--- src/rtl/masked_hpc1_rand_source_pkg.sv ---
// Shared constants and helpers for the masked-multiplier randomness source.
package masked_hpc1_rand_source_pkg;

    localparam int unsigned LFSR_WIDTH = 32;
    localparam logic [LFSR_WIDTH-1:0] LFSR_TAPS     = 32'h8020_0003;
    localparam logic [LFSR_WIDTH-1:0] LFSR_ZERO_SUB = 32'h0000_0001;

    typedef logic [1:0] rand_src_state_t;
    localparam rand_src_state_t UNSEEDED = 2'd0;
    localparam rand_src_state_t FILL     = 2'd1;
    localparam rand_src_state_t VALID    = 2'd2;

    // Number of share pairs, i.e. pairwise randomness terms of an HPC1 multiplier.
    function automatic int unsigned num_quad(input int unsigned n);
        return (n * (n - 1)) / 2;
    endfunction

endpackage

--- src/rtl/masked_hpc1_rand_source_lfsr_multi_step.sv ---
// Combinational unroll of STEPS Fibonacci LFSR steps; out_bits[0] is emitted first.
module lfsr_multi_step
    import masked_hpc1_rand_source_pkg::*;
#(
    parameter int unsigned STEPS = 1
) (
    input  logic [LFSR_WIDTH-1:0] in_state,
    output logic [LFSR_WIDTH-1:0] out_state,
    output logic [STEPS-1:0]      out_bits
);

    logic [LFSR_WIDTH-1:0] chain;
    logic                  fb;

    always_comb begin
        chain    = in_state;
        fb       = 1'b0;
        out_bits = '0;
        for (int i = 0; i < int'(STEPS); i++) begin
            fb          = ^(chain & LFSR_TAPS);
            out_bits[i] = fb;
            chain       = {chain[LFSR_WIDTH-2:0], fb};
        end
        out_state = chain;
    end

endmodule

--- src/rtl/masked_hpc1_rand_source.sv ---
// Seeded LFSR that packs one refresh word and one pairwise word per handshake
// for an HPC1 masked multiplier.
module masked_hpc1_rand_source
    import masked_hpc1_rand_source_pkg::*;
#(
    parameter int unsigned NUM_SHARES = 2,
    parameter int unsigned BIT_WIDTH  = 1,
    parameter int unsigned GEN_BITS   = 1
) (
    input  logic                                          in_clock,
    input  logic                                          in_reset,
    input  logic [LFSR_WIDTH-1:0]                         in_seed,
    input  logic                                          in_seed_valid,
    output logic [NUM_SHARES*BIT_WIDTH-1:0]               out_r,
    output logic [num_quad(NUM_SHARES)*BIT_WIDTH-1:0]     out_p,
    output logic                                          out_valid,
    input  logic                                          in_ready,
    output logic                                          out_seeded
);

    localparam int unsigned R_BITS      = NUM_SHARES * BIT_WIDTH;
    localparam int unsigned P_BITS      = num_quad(NUM_SHARES) * BIT_WIDTH;
    localparam int unsigned OUT_BITS    = R_BITS + P_BITS;
    localparam int unsigned FILL_CYCLES = (OUT_BITS + GEN_BITS - 1) / GEN_BITS;
    localparam int unsigned BUF_BITS    = FILL_CYCLES * GEN_BITS;
    localparam int unsigned CNT_BITS    = (FILL_CYCLES > 1) ? $clog2(FILL_CYCLES) : 1;

    rand_src_state_t       state_q, state_d;
    logic [LFSR_WIDTH-1:0] lfsr_q, lfsr_d;
    logic [BUF_BITS-1:0]   buf_q, buf_d;
    logic [CNT_BITS-1:0]   cnt_q, cnt_d;
    logic [R_BITS-1:0]     r_d;
    logic [P_BITS-1:0]     p_d;
    logic                  valid_d;
    logic                  seeded_d;

    logic [LFSR_WIDTH-1:0] step_state;
    logic [GEN_BITS-1:0]   step_bits;

    lfsr_multi_step #(
        .STEPS (GEN_BITS)
    ) u_step (
        .in_state  (lfsr_q),
        .out_state (step_state),
        .out_bits  (step_bits)
    );

    // Next-state and registered-output logic; a seed load overrides everything else.
    always_comb begin
        state_d  = state_q;
        lfsr_d   = lfsr_q;
        buf_d    = buf_q;
        cnt_d    = cnt_q;
        r_d      = out_r;
        p_d      = out_p;
        valid_d  = out_valid;
        seeded_d = out_seeded;

        case (state_q)
            FILL: begin
                lfsr_d = step_state;
                buf_d[32'(cnt_q) * GEN_BITS +: GEN_BITS] = step_bits;
                if (cnt_q == CNT_BITS'(FILL_CYCLES - 1)) begin
                    r_d     = buf_d[R_BITS-1:0];
                    p_d     = buf_d[OUT_BITS-1:R_BITS];
                    valid_d = 1'b1;
                    cnt_d   = '0;
                    state_d = VALID;
                end else begin
                    cnt_d = CNT_BITS'(cnt_q + 1'b1);
                end
            end
            VALID: begin
                if (in_ready) begin
                    valid_d = 1'b0;
                    cnt_d   = '0;
                    buf_d   = '0;
                    state_d = FILL;
                end
            end
            default: ;
        endcase

        if (in_seed_valid) begin
            lfsr_d   = (in_seed == '0) ? LFSR_ZERO_SUB : in_seed;
            buf_d    = '0;
            cnt_d    = '0;
            r_d      = '0;
            p_d      = '0;
            valid_d  = 1'b0;
            seeded_d = 1'b1;
            state_d  = FILL;
        end
    end

    always_ff @(posedge in_clock or negedge in_reset) begin
        if (!in_reset) begin
            state_q    <= UNSEEDED;
            lfsr_q     <= LFSR_ZERO_SUB;
            buf_q      <= '0;
            cnt_q      <= '0;
            out_r      <= '0;
            out_p      <= '0;
            out_valid  <= 1'b0;
            out_seeded <= 1'b0;
        end else begin
            state_q    <= state_d;
            lfsr_q     <= lfsr_d;
            buf_q      <= buf_d;
            cnt_q      <= cnt_d;
            out_r      <= r_d;
            out_p      <= p_d;
            out_valid  <= valid_d;
            out_seeded <= seeded_d;
        end
    end

endmodule

--- config.mk ---
export PLATFORM = sky130hd
export DESIGN_NAME = masked_hpc1_rand_source
export DESIGN_NICKNAME = d
export VERILOG_FILES = /design/src/rtl/masked_hpc1_rand_source_pkg.sv /design/src/rtl/masked_hpc1_rand_source_lfsr_multi_step.sv /design/src/rtl/masked_hpc1_rand_source.sv
export SDC_FILE = /design/constraint.sdc
export NUM_CORES = 1
export LEC_CHECK = 0
export CORE_AREA = 8 8 74 76
export DETAILED_ROUTE_END_ITERATION = 12
export DIE_AREA = 0 0 82 84
export PLACE_DENSITY = 0.79
export SLEW_MARGIN = 30
export SYNTH_ARGS = -nofsm -noshare
export SYNTH_HDL_FRONTEND = slang
export SYNTH_SLANG_ARGS = --single-unit
--- constraint.sdc ---
create_clock -name in_clock -period 1.5 [get_ports in_clock]
set_input_delay 0.225 -clock in_clock [delete_from_list [all_inputs] [get_ports in_clock]]
set_output_delay 0.225 -clock in_clock [all_outputs]
set_load 0.03 [all_outputs]
Word-level counts from Yosys, hierarchy flattened
Cells that the tools add are included.
- $add $sub $neg: 2
- equality and inequality tests: 5
- shift-type cells: 2
- mux-type cells: 25
- reductions and logical operators: 8
- operators with widths (cell ; count):
    2-to-1 mux 32 bit ; 3
    negator 2 -> 34 bit ; 1
    variable shift 1 x 34 -> 3 bit (first input constant) ; 1
    variable part select 1 x 34 -> 3 bit ; 1
    zero test 32 bit ; 1
    parity 32 bit ; 1
    2-to-1 mux 2 bit ; 9
    case mux 2 bit (2 select lines) ; 2
    2-to-1 mux 1 bit ; 6
    2-to-1 mux 3 bit ; 2
    inequality test 3 bit (second input constant) ; 2
    case mux 3 bit (2 select lines) ; 1
    == test 2 bit (second input constant) ; 2
    AND reduction 2 bit ; 2
    nonzero test 2 bit ; 2
    bitwise mux 3 bit ; 1
    AND reduction 3 bit ; 1
    nonzero test 3 bit ; 1
    adder 2 x 1 -> 2 bit (second input constant) ; 1
    == test 2 x 1 -> 1 bit (second input constant) ; 1
    case mux 1 bit (2 select lines) ; 1
- register bits: 44
- input bits: 36
- output and inout port bits: 5
- logic and storage cells: 50

Logic depth before layout (Yosys ltp)
- word-level depth: 6
- mapped depth: 6
- gate-level depth less buffers: 5

Hierarchy
Synthesis repeated with hierarchy kept, for this count alone.
- cell total of the unflattened synthesis: 247
- area total of the unflattened synthesis: 2439.8 µm²
- by module, submodules not included (module ; instances ; cells each ; area an instance (µm²)):
    masked_hpc1_rand_source ; 1 ; 212 ; 2173.3
    lfsr_multi_step ; 1 ; 35 ; 266.5

Worst setup path after synthesis
Ideal clock, no wire load.
- kind: reg2reg
- start point: reg state_q[1]
- end point: reg lfsr_q[16]
- arrival: 1.392 ns
- data required time: 1.365 ns
- slack: -0.027 ns
- stages on the path, launching flop included: 6
- path buffers: 2
- period minus slack after synthesis: 1.527 ns
- cell sequence: dfrtp_1 -> nand2b_1 -> buf_2 -> buf_2 -> mux2i_1 -> o21ai_0
- cells in the longest elaborated chain, start to end: 2
- ends and longest elaborated chain (element ; line ; source):
    start, declared ; masked_hpc1_rand_source.sv:28 ; rand_src_state_t state_q, state_d;
    start signal, assigned ; masked_hpc1_rand_source.sv:107 ; state_q <= state_d;
    == test 2 x 1 -> 1 bit ; masked_hpc1_rand_source.sv:59 ; case (state_q)
    nonzero test 2 bit (no line) ; n/a ;
    end signal, assigned ; masked_hpc1_rand_source.sv:108 ; lfsr_q <= lfsr_d;
    end, declared ; masked_hpc1_rand_source.sv:29 ; logic [LFSR_WIDTH-1:0] lfsr_q, lfsr_d;
Every way passes these cells.
A chain may end at the register's enable or synchronous reset.

Worst setup path in the final report
- start point: reg lfsr_q[1]
- end point: reg out_r[1]
- cells in the longest elaborated chain, start to end: 6
- ends and longest elaborated chain (element ; line ; source):
    parity 32 bit ; masked_hpc1_rand_source_lfsr_multi_step.sv:20 ; fb = ^(chain & LFSR_TAPS);
    variable part select 1 x 34 -> 3 bit ; masked_hpc1_rand_source.sv:62 ; buf_d[32'(cnt_q) * GEN_BITS +: GEN_BITS] = step_bits;
    bitwise mux 3 bit ; masked_hpc1_rand_source.sv:62 ;
    2-to-1 mux 2 bit ; masked_hpc1_rand_source.sv:63 ; if (cnt_q == CNT_BITS'(FILL_CYCLES - 1)) begin
    2-to-1 mux 2 bit ; masked_hpc1_rand_source.sv:59 ;
    2-to-1 mux 2 bit ; masked_hpc1_rand_source.sv:84 ; if (in_seed_valid) begin
    end signal, assigned ; masked_hpc1_rand_source.sv:111 ; out_r <= r_d;
    end, declared ; masked_hpc1_rand_source.sv:14 ; output logic [NUM_SHARES*BIT_WIDTH-1:0] out_r,
Every way passes these cells. The select of a mux whose other input is x is not followed.

==> flow_metrics.env <==
export IMPL_end_kind="flop"
export IMPL_wl_met3_um=173
export IMPL_drtIter0Drc=90
export IMPL_finClkSkew_ps=18.78
export IMPL_slew_viol_final=0
export IMPL_max_freq_mhz=663.5
export IMPL_grt_start_max_net_pins=53
export IMPL_cts_root_buf="clkbuf_8"
export IMPL_cp_start_kind="flop"
export IMPL_clock_latency_ps=300
export IMPL_tritoncts="yes"
export IMPL_overflow=0
export IMPL_maxUsedRoutingLayer="met4"
export IMPL_outcome="finished with violations"
export IMPL_relSlewSlack=0.7292
export IMPL_layout_nets=301
export IMPL_met1_length_mm=2.092
export IMPL_period_share=1.005
export IMPL_io_pins=41
export IMPL_grt_total_usage=0.1403
export IMPL_route_detailed_drc=0
export IMPL_drtAntennaViolNets=0
export IMPL_synth_area_top_cells="dfrtp_1 (49%), mux2i_1 (14%), o21ai_0 (7.4%)"
export IMPL_wl_met2_mm=2.278
export IMPL_portBuffers=40
export IMPL_yosys_top_cells_count="dfrtp_1 (42), nand2_1 (32), o21ai_0 (32)"
export IMPL_wl_mm=4.577
export IMPL_arrival_ps=1710
export IMPL_die_x_um=82
export IMPL_whs_ps=233.7
export IMPL_synth_edf_count=0
export IMPL_setup_ws_ps=-7.152
export IMPL_synthCells=211
export IMPL_die_area_um2=6888
export IMPL_irDropWorstVdd_uv=733.5
export IMPL_die_y_um=84
export IMPL_dp_hpwl_mm=3.501
export IMPL_vias_per_cell=5.361
export IMPL_h_tree_depth=2
export IMPL_min_path_type="primary input to flop"
export IMPL_max_cap_viol_count=0
export IMPL_routabilityCongestion=0.8152
export IMPL_ys_ff_latch=43
export IMPL_path_class="flop to flop"
export IMPL_synthArstFlopShare=1.000
export IMPL_tightest_slew_ps=402.5
export IMPL_clkSlewWorstSetupHoldPaths_ps=90
export IMPL_yosysWarnings=0
export IMPL_p_per_area_nw_per_um2=1638
export IMPL_vias=1678
export IMPL_grt_pass1_vias=1685
export IMPL_violations="negative setup slack"
export IMPL_r2r_cells=4
export IMPL_rows=24
export IMPL_ys_seq_area_frac=0.5009
export IMPL_core_area_um2=4264
export IMPL_dp_cells=302
export IMPL_syn2layout_area_growth_pct=29.90
export IMPL_instances_no_fill=313
export IMPL_num_antenna_cells=0
export IMPL_cts_buffers=5
export IMPL_worstReg2RegStart="lfsr_q[1]"
export IMPL_synth_cell_types=28
export IMPL_period_needed_ps=1507
export IMPL_drive_gt1_frac=0.1264
export IMPL_r2r_end="out_r[1]"
export IMPL_cp_required_ps=1710
export IMPL_rrSetupSlack_ps=-7
export IMPL_grt_pass1_wl_mm=7.783
export IMPL_antenna_found_initial=0
export IMPL_syn_area_um2=2151
export IMPL_rsz0062_at_grt="yes"
export IMPL_start_util=0.5044
export IMPL_p_leak_nw=1.288
export IMPL_synth_largest_area_cell="dfrtp_1"
export IMPL_worstHoldPathCells=2
export IMPL_hold_start="in_seed_valid"
export IMPL_post_route_util=0.6552
export IMPL_clock_sinks=43
export IMPL_finalSetupViolations=1
export IMPL_dr_pass1_iters=4
export IMPL_hold_end="out_p"
export IMPL_synth_most_common_cell="dfrtp_1"
export IMPL_postSynthAreaPerCell_um2=10.19
export IMPL_synth_main_ff_cell="dfrtp_1"
export IMPL_wl_per_cell_um=14.62
export IMPL_syn_num_nets=252
export IMPL_hold_violations=0
export IMPL_cp_max_fo=3
export IMPL_clockBufferDepth=2
export IMPL_synth_top_area_share=0.4887
[area by class of cell]
class	count	area, um^2
repair buffers	56	535.5
multi-input cells	151	1012
fillers	349	1470
well taps	52	65.06
clock inverters	1	5.005
inverters	3	11.26
flip-flops and latches	43	1079
clock buffers	7	86.33
[sequential cells by signal (all words and copies together) (netlist names)]
signal and count:
out_r 2, buf_q 3, out_p 1, lfsr_q 32, state_q 2, out_seeded 1, cnt_q 2
[worst max-delay path, cell delays in order (launching register included)]
cell and delay (ps):
dfrtp_1 360, xnor3_2 450, xnor2_2 200, nand4_1 160, a311oi_1 240
[cells by family (layout without fill, tap and decap cells)]
| logic type | after synthesis | count (layout) | synth area share |
|---|---|---|---|
| adder cells (fa/ha/maj) | 5 | 5 | 0.02909 |
| flip-flops | 43 | 43 | 0.5009 |
| AND/OR/NAND/NOR | 65 | 65 | 0.1408 |
| buffers and inverters | 17 | 67 | 0.03374 |
| XOR/XNOR | 3 | 3 | 0.02269 |
| multiplexers | 31 | 31 | 0.1443 |
| AO/OA/AOI/OAI | 47 | 47 | 0.1286 |
[worst max-delay path by stage]
stage / startpoint / to / slack [ps] / cells past startpoint
6_report: lfsr_q[1] / out_r[1] / -7 / 4
5_1_grt: lfsr_q[1] / out_r[1] / -80 / 4
4_1_cts: lfsr_q[1] / out_r[1] / -3 / 4
3_5_place_dp: in_seed[14] / lfsr_q[0] / -210 / 5
3_3_place_gp: in_seed[14] / lfsr_q[0] / -190 / 5
2_1_floorplan: state_q[1] / lfsr_q[16] / 70 / 5
[metrics by stage]
step | setup TNS, ps | power, mW | setup slack [ps] | cell area, um^2
2_1_floorplan | 0 | 3.208 | 73.30 | 2152
3_3_place_gp | -189.4 | 3.739 | -189.4 | 2671
3_5_place_dp | -209.3 | 3.785 | -209.3 | 2671
4_1_cts | -2.827 | 4.508 | -2.827 | 2766
5_1_grt | -174.3 | 4.918 | -75.12 | 2794
6_report | -7.152 | 4.578 | -7.152 | 2794
[routing by layer]
layer  vias to the layer above  global-route usage
met4                         0             0.04153
met1                       799              0.1813
li1                        848                   -
met3                         5             0.03772
met5                         -                   0
met2                        26              0.2198
[cell usage in the layout (no fill, tap or decap), types with 2 or more instances in the layout]
cell type        count
nand4_1              4
clkbuf_8             6
a311oi_1             3
o22ai_1              4
dlygate4sd2_1        5
mux2i_1             31
nor4_1               8
nor2_1               8
o21ai_0             32
nand2b_1             6
buf_2                2
buf_12               2
inv_1                3
buf_4               12
a211oi_1             2
dfrtp_1             41
clkdlybuf4s50_1     33
nand2_1             32
ha_1                 5
nor2b_1              2
o2bb2ai_1            3
[what timing repair did]
action | in CTS | in global routing
setup endpoints to repair | 6 | 17
resized for setup | 5 | 4
hold buffers | 1 | 0
hold endpoints to repair | 9 | 0
setup buffers | 0 | 2
gates cloned | 0 | 0
[power by group]
| part | internal, mW | switching [mW] | leakage (nW) |
|---|---|---|---|
| Combinational | 1.07 | 1.03 | 0.714 |
| Clock | 0.371 | 0.368 | 0.0482 |
| Sequential | 1.51 | 0.226 | 0.526 |
| Total | 2.95 | 1.62 | 1.29 |
Note: power is estimated with default switching activity, not from simulation.
